File: src/rtl/vga_pkg.sv
// Shared constants for the VGA scan-out engine: 640x480@60 timing defaults,
// colour width and the palette contents loaded on reset.
package vga_pkg;

  localparam int H_ACTIVE_DEF = 640;
  localparam int H_FP_DEF     = 16;
  localparam int H_SYNC_DEF   = 96;
  localparam int H_BP_DEF     = 48;

  localparam int V_ACTIVE_DEF = 480;
  localparam int V_FP_DEF     = 10;
  localparam int V_SYNC_DEF   = 2;
  localparam int V_BP_DEF     = 33;

  localparam int COLOR_W = 12;
  typedef logic [COLOR_W-1:0] rgb_t;

  localparam rgb_t PAL_ENTRY0_DEF = 12'h000;
  localparam rgb_t PAL_OTHERS_DEF = 12'hFFF;

  // Entry 0 is the background (black); everything else starts white.
  function automatic rgb_t pal_reset_value(input int idx);
    return (idx == 0) ? PAL_ENTRY0_DEF : PAL_OTHERS_DEF;
  endfunction

endpackage

File: src/rtl/vga_scan_counters.sv
// Pixel-tick divider plus x/y raster counters with active, sync and
// line/frame-end decode. All scan state moves only on the tick.
module vga_scan_counters
  import vga_pkg::*;
#(
  parameter int H_ACTIVE = H_ACTIVE_DEF,
  parameter int H_FP     = H_FP_DEF,
  parameter int H_SYNC   = H_SYNC_DEF,
  parameter int H_BP     = H_BP_DEF,
  parameter int V_ACTIVE = V_ACTIVE_DEF,
  parameter int V_FP     = V_FP_DEF,
  parameter int V_SYNC   = V_SYNC_DEF,
  parameter int V_BP     = V_BP_DEF,
  parameter int CLK_DIV  = 4
) (
  input  logic       clk,
  input  logic       reset,
  output logic       o_tick,
  output logic [9:0] o_x,
  output logic [9:0] o_y,
  output logic       o_active,
  output logic       o_hsync_n,
  output logic       o_vsync_n,
  output logic       o_line_end,
  output logic       o_frame_end
);

  localparam int H_TOTAL = H_ACTIVE + H_FP + H_SYNC + H_BP;
  localparam int V_TOTAL = V_ACTIVE + V_FP + V_SYNC + V_BP;
  localparam int DIV_W   = (CLK_DIV > 1) ? $clog2(CLK_DIV) : 1;

  logic [DIV_W-1:0] r_div;
  logic [9:0]       r_x;
  logic [9:0]       r_y;
  logic             w_tick;
  logic             w_line_end;
  logic             w_frame_end;

  assign w_tick      = (r_div == DIV_W'(CLK_DIV - 1));
  assign w_line_end  = w_tick && (r_x == 10'(H_TOTAL - 1));
  assign w_frame_end = w_line_end && (r_y == 10'(V_TOTAL - 1));

  always_ff @(posedge clk or posedge reset) begin
    if (reset) begin
      r_div <= '0;
      r_x   <= '0;
      r_y   <= '0;
    end else begin
      r_div <= w_tick ? '0 : r_div + 1'b1;
      if (w_line_end) begin
        r_x <= '0;
        r_y <= w_frame_end ? '0 : r_y + 1'b1;
      end else if (w_tick) begin
        r_x <= r_x + 1'b1;
      end
    end
  end

  assign o_tick      = w_tick;
  assign o_x         = r_x;
  assign o_y         = r_y;
  assign o_active    = (r_x < 10'(H_ACTIVE)) && (r_y < 10'(V_ACTIVE));
  assign o_hsync_n   = !((r_x >= 10'(H_ACTIVE + H_FP)) &&
                         (r_x <  10'(H_ACTIVE + H_FP + H_SYNC)));
  assign o_vsync_n   = !((r_y >= 10'(V_ACTIVE + V_FP)) &&
                         (r_y <  10'(V_ACTIVE + V_FP + V_SYNC)));
  assign o_line_end  = w_line_end;
  assign o_frame_end = w_frame_end;

endmodule

File: src/rtl/vga_frame_reader.sv
// VGA scan-out: multiplier-free framebuffer addressing with integer upscale,
// writable palette and a two-stage pipeline keeping syncs aligned with colour.
module vga_frame_reader
  import vga_pkg::*;
#(
  parameter int H_ACTIVE   = H_ACTIVE_DEF,
  parameter int H_FP       = H_FP_DEF,
  parameter int H_SYNC     = H_SYNC_DEF,
  parameter int H_BP       = H_BP_DEF,
  parameter int V_ACTIVE   = V_ACTIVE_DEF,
  parameter int V_FP       = V_FP_DEF,
  parameter int V_SYNC     = V_SYNC_DEF,
  parameter int V_BP       = V_BP_DEF,
  parameter int CLK_DIV    = 4,
  parameter int RD_LATENCY = 1,
  parameter int SCALE_LOG2 = 0,
  parameter int PIX_BITS   = 1,
  parameter int ADDR_W     = $clog2((H_ACTIVE >> SCALE_LOG2) * (V_ACTIVE >> SCALE_LOG2))
) (
  input  logic                clk,
  input  logic                reset,
  output logic [ADDR_W-1:0]   rd_addr,
  input  logic [PIX_BITS-1:0] rd_data,
  input  logic                pal_we,
  input  logic [PIX_BITS-1:0] pal_addr,
  input  logic [COLOR_W-1:0]  pal_data,
  output logic                hSync,
  output logic                vSync,
  output logic [3:0]          VGA_R,
  output logic [3:0]          VGA_G,
  output logic [3:0]          VGA_B,
  output logic                screen_end,
  output logic [9:0]          x_pos,
  output logic [9:0]          y_pos
);

  localparam int FB_W = H_ACTIVE >> SCALE_LOG2;
  localparam int NPAL = 1 << PIX_BITS;

  if (CLK_DIV < 2 || RD_LATENCY >= CLK_DIV) begin : g_bad_cfg
    $error("vga_frame_reader: need CLK_DIV >= 2 and RD_LATENCY < CLK_DIV");
  end

  logic       w_tick, w_active, w_hsync_n, w_vsync_n, w_line_end, w_frame_end;
  logic [9:0] w_x, w_y;
  logic       w_row_last;

  vga_scan_counters #(
    .H_ACTIVE(H_ACTIVE), .H_FP(H_FP), .H_SYNC(H_SYNC), .H_BP(H_BP),
    .V_ACTIVE(V_ACTIVE), .V_FP(V_FP), .V_SYNC(V_SYNC), .V_BP(V_BP),
    .CLK_DIV(CLK_DIV)
  ) u_scan (
    .clk        (clk),
    .reset      (reset),
    .o_tick     (w_tick),
    .o_x        (w_x),
    .o_y        (w_y),
    .o_active   (w_active),
    .o_hsync_n  (w_hsync_n),
    .o_vsync_n  (w_vsync_n),
    .o_line_end (w_line_end),
    .o_frame_end(w_frame_end)
  );

  // A framebuffer row spans 2^SCALE_LOG2 scan lines; advance on the last of them.
  if (SCALE_LOG2 == 0) begin : g_row_noscale
    assign w_row_last = 1'b1;
  end else begin : g_row_scale
    assign w_row_last = &w_y[SCALE_LOG2-1:0];
  end

  logic [ADDR_W-1:0]     r_row_base, r_rd_addr;
  logic                  r_act_d, r_hs_d, r_vs_d;
  logic                  r_hsync, r_vsync;
  rgb_t                  r_rgb;
  rgb_t [NPAL-1:0]       r_pal;

  always_ff @(posedge clk or posedge reset) begin
    if (reset) begin
      for (int i = 0; i < NPAL; i++) r_pal[i] <= pal_reset_value(i);
    end else if (pal_we) begin
      r_pal[pal_addr] <= pal_data;
    end
  end

  // Stage 0 issues the address and delays active/syncs; stage 1 looks up colour.
  always_ff @(posedge clk or posedge reset) begin
    if (reset) begin
      r_row_base <= '0;
      r_rd_addr  <= '0;
      r_act_d    <= 1'b0;
      r_hs_d     <= 1'b1;
      r_vs_d     <= 1'b1;
      r_rgb      <= '0;
      r_hsync    <= 1'b1;
      r_vsync    <= 1'b1;
    end else if (w_tick) begin
      if (w_active) r_rd_addr <= r_row_base + ADDR_W'(w_x >> SCALE_LOG2);
      if (w_frame_end)
        r_row_base <= '0;
      else if (w_line_end && w_row_last && (w_y < 10'(V_ACTIVE)))
        r_row_base <= r_row_base + ADDR_W'(FB_W);
      r_act_d <= w_active;
      r_hs_d  <= w_hsync_n;
      r_vs_d  <= w_vsync_n;
      r_rgb   <= r_act_d ? r_pal[rd_data] : '0;
      r_hsync <= r_hs_d;
      r_vsync <= r_vs_d;
    end
  end

  assign rd_addr    = r_rd_addr;
  assign hSync      = r_hsync;
  assign vSync      = r_vsync;
  assign VGA_R      = r_rgb[11:8];
  assign VGA_G      = r_rgb[7:4];
  assign VGA_B      = r_rgb[3:0];
  assign screen_end = w_frame_end;
  assign x_pos      = w_x;
  assign y_pos      = w_y;

endmodule

File: config.mk
export PLATFORM = sky130hd
export DESIGN_NAME = vga_frame_reader
export DESIGN_NICKNAME = d
export VERILOG_FILES = /design/src/rtl/vga_pkg.sv /design/src/rtl/vga_scan_counters.sv /design/src/rtl/vga_frame_reader.sv
export SDC_FILE = /design/constraint.sdc
export NUM_CORES = 1
export LEC_CHECK = 0
export CAP_MARGIN = 10
export CORE_AREA = 2 2 112 114
export DETAILED_ROUTE_END_ITERATION = 8
export DIE_AREA = 0 0 114 116
export DONT_BUFFER_PORTS = 1
export MAX_ROUTING_LAYER = met4
export SYNTH_ARGS = -nofsm -noshare
export SYNTH_HDL_FRONTEND = slang
export SYNTH_SLANG_ARGS = --single-unit
File: constraint.sdc
create_clock -name clk -period 3.55 [get_ports clk]
set_clock_uncertainty 0.2 [all_clocks]
set_input_delay 0.5325 -clock clk [delete_from_list [all_inputs] [get_ports clk]]
set_output_delay 0.5325 -clock clk [all_outputs]
set_load 0.01 [all_outputs]
After elaboration in Yosys (flattened, before gate mapping):

Index checks and enable logic that the tools add are counted.

* flip-flop bits (word level): 101
* word-level logic and storage cells: 55
* latch bits: 0
* input port bits: 17
* bits in writable memories: 0
* output and inout bits: 54
* ROM bits: 0
* memories kept: 0

* order comparisons: 9
* divide/modulo/power cells: 0
* add/sub/neg operators: 5
* $mul: 0
* multiplexer cells: 12
* reduce and logical (&&, ||, !) cells: 13
* bitwise operators: 0
* shift-type cells: 0
* equal/unequal tests: 3

Operators with widths (number)
* 12-bit 2-to-1 mux: 4
* 19-bit 2-to-1 mux: 2
* 10-bit 2-to-1 mux: 3
* 24-bit bitwise mux: 1
* 10-bit by 1-bit adder with 10-bit output (second input constant): 2
* 10-bit equality test (second input constant): 2
* 10-bit < comparator (second input constant): 2
* 10-bit by 9-bit < comparator with 1-bit output (second input constant): 2
* 19-bit by 10-bit adder with 19-bit output: 1
* 19-bit by 10-bit adder with 19-bit output (second input constant): 1
* 12-bit demux with 1-bit select: 1
* 10-bit >= comparator (second input constant): 1
* 10-bit by 9-bit >= comparator with 1-bit output (second input constant): 1
* 1-bit logical AND: 7
* 1-bit by 2-bit < comparator with 1-bit output (second input constant): 2
* 2-bit AND reduction: 2
* 2-bit nonzero test: 2
* 2-bit by 1-bit adder with 2-bit output (second input constant): 1
* 2-bit equality test (second input constant): 1
* 1-bit logical NOT: 2
* 2-bit 2-to-1 mux: 1
* 1-bit >= comparator (second input constant): 1

Longest topological paths before layout:

* word-level depth: 5
* mapped depth: 8

Modules after synthesis:

From an unflattened synthesis, not the netlist that was laid out.

* cell total of the unflattened synthesis: 392
* area, all modules: 4404.2 µm²

Modules (own cells, without submodules)
* vga_frame_reader: area each 3238.1 µm², cells each 276, instances 1
* vga_scan_counters: area each 1166.1 µm², cells each 116, instances 1

Least setup slack after synthesis:

Ideal clock, no wire load.

* path type: register -> output
* start point: register u_scan.r_x[0], in the netlist u_scan.o_x[0]
* end point: output port screen_end
* required time: 2.817 ns
* slack: 1.189 ns
* stages on the path, launching flop included: 7
* arrival time: 1.629 ns
* cells stage by stage: dfrtp_1 -> ha_1 -> and4_1 -> buf_6 -> nand3_1 -> nor2_1 -> buf_2

* cells in the longest elaborated chain, start to end: 3

Ends and longest elaborated chain
* start, declared: RTL line vga_scan_counters.sv:33 `logic [9:0] r_x;`
* start signal, assigned: RTL line vga_scan_counters.sv:54 `r_x <= r_x + 1'b1;`
* 10-bit equality test: RTL line vga_scan_counters.sv:40 `assign w_line_end = w_tick && (r_x == 10'(H_TOTAL - 1));`
* 1-bit logical AND: RTL line vga_scan_counters.sv:40
* 1-bit logical AND: RTL line vga_scan_counters.sv:41 `assign w_frame_end = w_line_end && (r_y == 10'(V_TOTAL - 1));`
* end, declared: RTL line vga_frame_reader.sv:32 `output logic screen_end,`

Every way passes these cells.

Worst setup path after layout:

* start point: register u_scan.r_x[1], in the netlist u_scan.o_x[1]
* end point: output port screen_end

Same word-level chain as after synthesis.

==> flow_metrics.py <==
metrics = {
    "logic_synthesis": {
        "synth_top_area_share_pct": 44.80,
        "syn_nets": 405,
        "synthAdderAreaFrac_pct": 2.585,
        "ys_ff_latch": 94,
        "yosys_warnings": 0,
        "synth_commonest_cells": "dfrtp_1 (78), mux2_2 (32), o21ai_0 (28)",
        "avgSynthCellArea_um2": 11.50,
        "postSynthCellCount": 379,
        "synth_xor_area_share_pct": 4.825,
        "synth_compound_area_share_pct": 9.391,
        "synth_top_cell_by_area": "dfrtp_1",
        "netlist_area_mm2": 0.004357,
        "ys_top_cells_by_area": "dfrtp_1 (45%), dfstp_2 (9.6%), mux2_2 (8.3%), xnor2_1 (3.8%), o21ai_0 (3.2%)",
        "yosysUniqueCellTypes": 45,
        "synthFlopType": "dfrtp_1",
        "yosysMostFrequentCell": "dfrtp_1",
        "synth_simple_gate_area_share_pct": 13.87,
        "synth_edf_count": 0,
        "ys_seq_area_share_pct": 54.45,
        "ys_async_sr_fraction_pct": 100.0,
        "synth_top_family_by_area": "simple AND/OR/NAND/NOR gates",
        "synthMuxAreaShare_pct": 11.26,
    },
    "clock_tree": {
        "cts_setup_buffers": 0,
        "ctsHoldBuffers": 0,
        "cts_root_buf": "clkbuf_16",
        "clock_path_buffers": 2,
        "clock_latency_ps": 350,
        "cts_made_buffers": 9,
        "htree_levels": 3,
        "clkTransAtPathRegs_ps": 70,
        "clock-sinks": 94,
        "ctsResizeCount": 0,
        "cts_tree": "built",
    },
    "power_and_ir_drop": {
        "swShare_pct": 22.57,
        "p_per_area_mw_per_mm2": 474.8,
        "switchingPower_uw": 511.8,
        "power.internal_uw": 1756,
        "comb_power_share_pct": 5.1,
        "p_leak_uw": 0.001995,
        "p_clk_share_pct": 42.0,
        "pwr-share-seq_pct": 52.9,
        "ir_drop_mv": 0.2960,
    },
    "detailed_routing": {
        "routed_wl_um": 9592,
        "drc": 0,
        "drt_pre_antenna_iters": 4,
        "num_vias": 2929,
        "postRouteAntennaNets": 0,
        "drt_iter0_drc": 129,
        "viasPerCell": 5.547,
        "wire_per_inst_um": 18.17,
    },
    "layout": {
        "drive_above_1_share_pct": 21.26,
        "antennaDiodeCount": 0,
        "syn2layout_area_growth_pct": 9.650,
        "fin_nets": 403,
        "postLayoutCellArea_mm2": 0.004777,
    },
    "run": {
        "maxCapViolCount": 0,
    },
    "global_routing": {
        "grt_pass1_wl_um": 15440,
        "grt_pass1_vias": 2967,
        "grt_usage_pct": 15.78,
        "grt_start_max_net_pins": 59,
        "antenna_found_initial": 0,
        "grt-ovfl-total": 0,
    },
    "placed_design": {
        "place_congestion": 0.7969,
        "postPlaceCellArea_mm2": 0.004491,
        "hpwl_um": 6679,
        "io_buffers": 0,
    },
    "die": {
        "dieHeight_um": 116,
        "initial_core_util_pct": 36.58,
        "core_area_mm2": 0.01191,
        "fp-row-count": 40,
        "die_x_um": 114,
        "dieArea_mm2": 0.01322,
        "io-pin-count": 71,
    },
    "timing": {
        "worst_pin_slew_ps": 741.5,
        "timing.final.crit_period_ps": 2810,
        "fin_tns_setup_ps": 0,
        "finalSetupViolations": 0,
        "finalCritPeriodShare_pct": 79.17,
        "finalHoldViolCount": 24,
        "whs_ps": -16.60,
        "slew_headroom_pct": 50.57,
        "fmax_ghz": 0.3558,
        "drv_slew": 0,
        "rsz0062_at_grt": "no",
    },
    "worst_setup_path": {
        "crit_start": "u_scan.o_x[1]$_DFFE_PP0P_",
        "crit_required_ps": 2820,
        "path_max_fanout": 7,
        "critPathCaptureType": "primary output",
        "setup.worst_path.start_class": "flip-flop",
        "worstRegToRegCells": 6,
        "arrival_ps": 2080,
        "r2r_start": "u_scan.o_x[1]$_DFFE_PP0P_",
        "critPathKind": "reg -> out",
    },
    "status": {
        "violations": "hold timing",
        "status": "complete, but fails checks",
    },
    "worst_hold_path": {
        "min_path_type": "in -> async",
    },
}
==> worst paths after layout <==
kind                                                   to  slack (ps)
max in group asynchronous              r_vs_d$_DFFE_PP1P_        2320
worst max-delay path                           screen_end         740
worst min register to register  u_scan.r_div[0]$_DFF_PP0_         220
worst min-delay path               rd_addr[8]$_DFFE_PP0P_         -20
worst max register to register  u_scan.o_y[9]$_DFFE_PP0N_        1120
min in group clk                     r_pal[7]$_DFFE_PP0P_         130
==> worst max-delay path: stages (launching register included) <==
cell	delay [ps]
dfrtp_1	430
ha_1	220
and4_1	380
nand3_1	310
nor2_1	390
==> cells in the final DEF (no fill, tap or decap), types with 2 or more instances in the layout <==
cell,synthesis,layout
or2_2,2,2
nor2_1,18,18
o22ai_1,12,12
inv_1,18,17
dfstp_2,16,16
nand2_1,22,22
dfrtp_1,78,78
clkinv_2,0,2
mux2i_1,13,13
nor3_1,9,9
ha_1,9,9
or3_1,5,5
inv_6,0,2
a21oi_1,8,8
xor2_1,5,5
mux2_2,32,32
and3_1,3,3
nand3_1,14,14
clkbuf_16,0,9
a21oi_2,3,3
nor4_1,5,5
o31ai_1,6,6
nor4bb_1,2,2
and4_1,4,4
o21ai_0,28,28
or4_1,2,2
buf_4,1,5
nand4_1,11,11
nand4b_1,2,2
xnor2_1,19,19
or4_4,3,3
==> final cells by class <==
| type | count | area (µm²) |
|---|---|---|
| clock buffer | 10 | 229.0 |
| clock inverter | 5 | 57.56 |
| fill | 1165 | 7134 |
| inverter | 18 | 70.07 |
| multi-input combinational | 249 | 1827 |
| sequential | 94 | 2372 |
| tap | 147 | 183.9 |
| timing repair buffer | 5 | 37.54 |
==> registers in the layout (all words and copies together) (netlist names), 2 cells and up <==
signal,count
u_scan.o_y,10
u_scan.r_div,2
u_scan.o_x,10
r_rgb,12
rd_addr,19
r_pal,24
r_row_base,12
==> power groups by stage <==
stage	clock [µW]	sequential [µW]	combinational, µW
after floorplan	0	1210	102
after global placement	0	1220	114
after detailed placement	0	1220	120
after CTS	985	1200	119
after global routing	1020	1210	132
final	954	1200	115
==> routing by layer <==
| metal | track usage [%] | up-vias | routed length [µm] | share of wire (%) |
|---|---|---|---|---|
| met3 | 5.596 | 21 | 736 | 7.7 |
| met5 | - | - | 0 | 0 |
| met1 | 17.89 | 1458 | 3968 | 41 |
| met2 | 25.16 | 87 | 4611 | 48 |
| li1 | - | 1363 | - | - |
| met4 | 7.236 | 0 | 275 | 2.9 |
==> kinds of logic (layout without fill, tap and decap cells) <==
kind of cell,count (synthesis),after routing
simple gates,107,107
fa+ha+maj,9,9
mux,45,45
flops,94,94
buf+inv,36,38
compound gates,64,64
xor+xnor,24,24
==> through the flow <==
step / util (%) / worst slack [ps] / hold slack [ps] / instances / power [µW]
2_1_floorplan: - / 395.3 / 203.1 / 379 / 1308
3_3_place_gp: 37.70 / 1129 / 213.0 / 513 / 1330
3_5_place_dp: 37.70 / 1103 / 216.6 / 513 / 1339
4_1_cts: 40.11 / 709.2 / 13.93 / 528 / 2304
5_1_grt: 40.11 / 590.7 / 40.16 / 528 / 2362
6_report: 40.11 / 739.5 / -16.60 / 528 / 2268
Power figures use the tool's default switching activity.
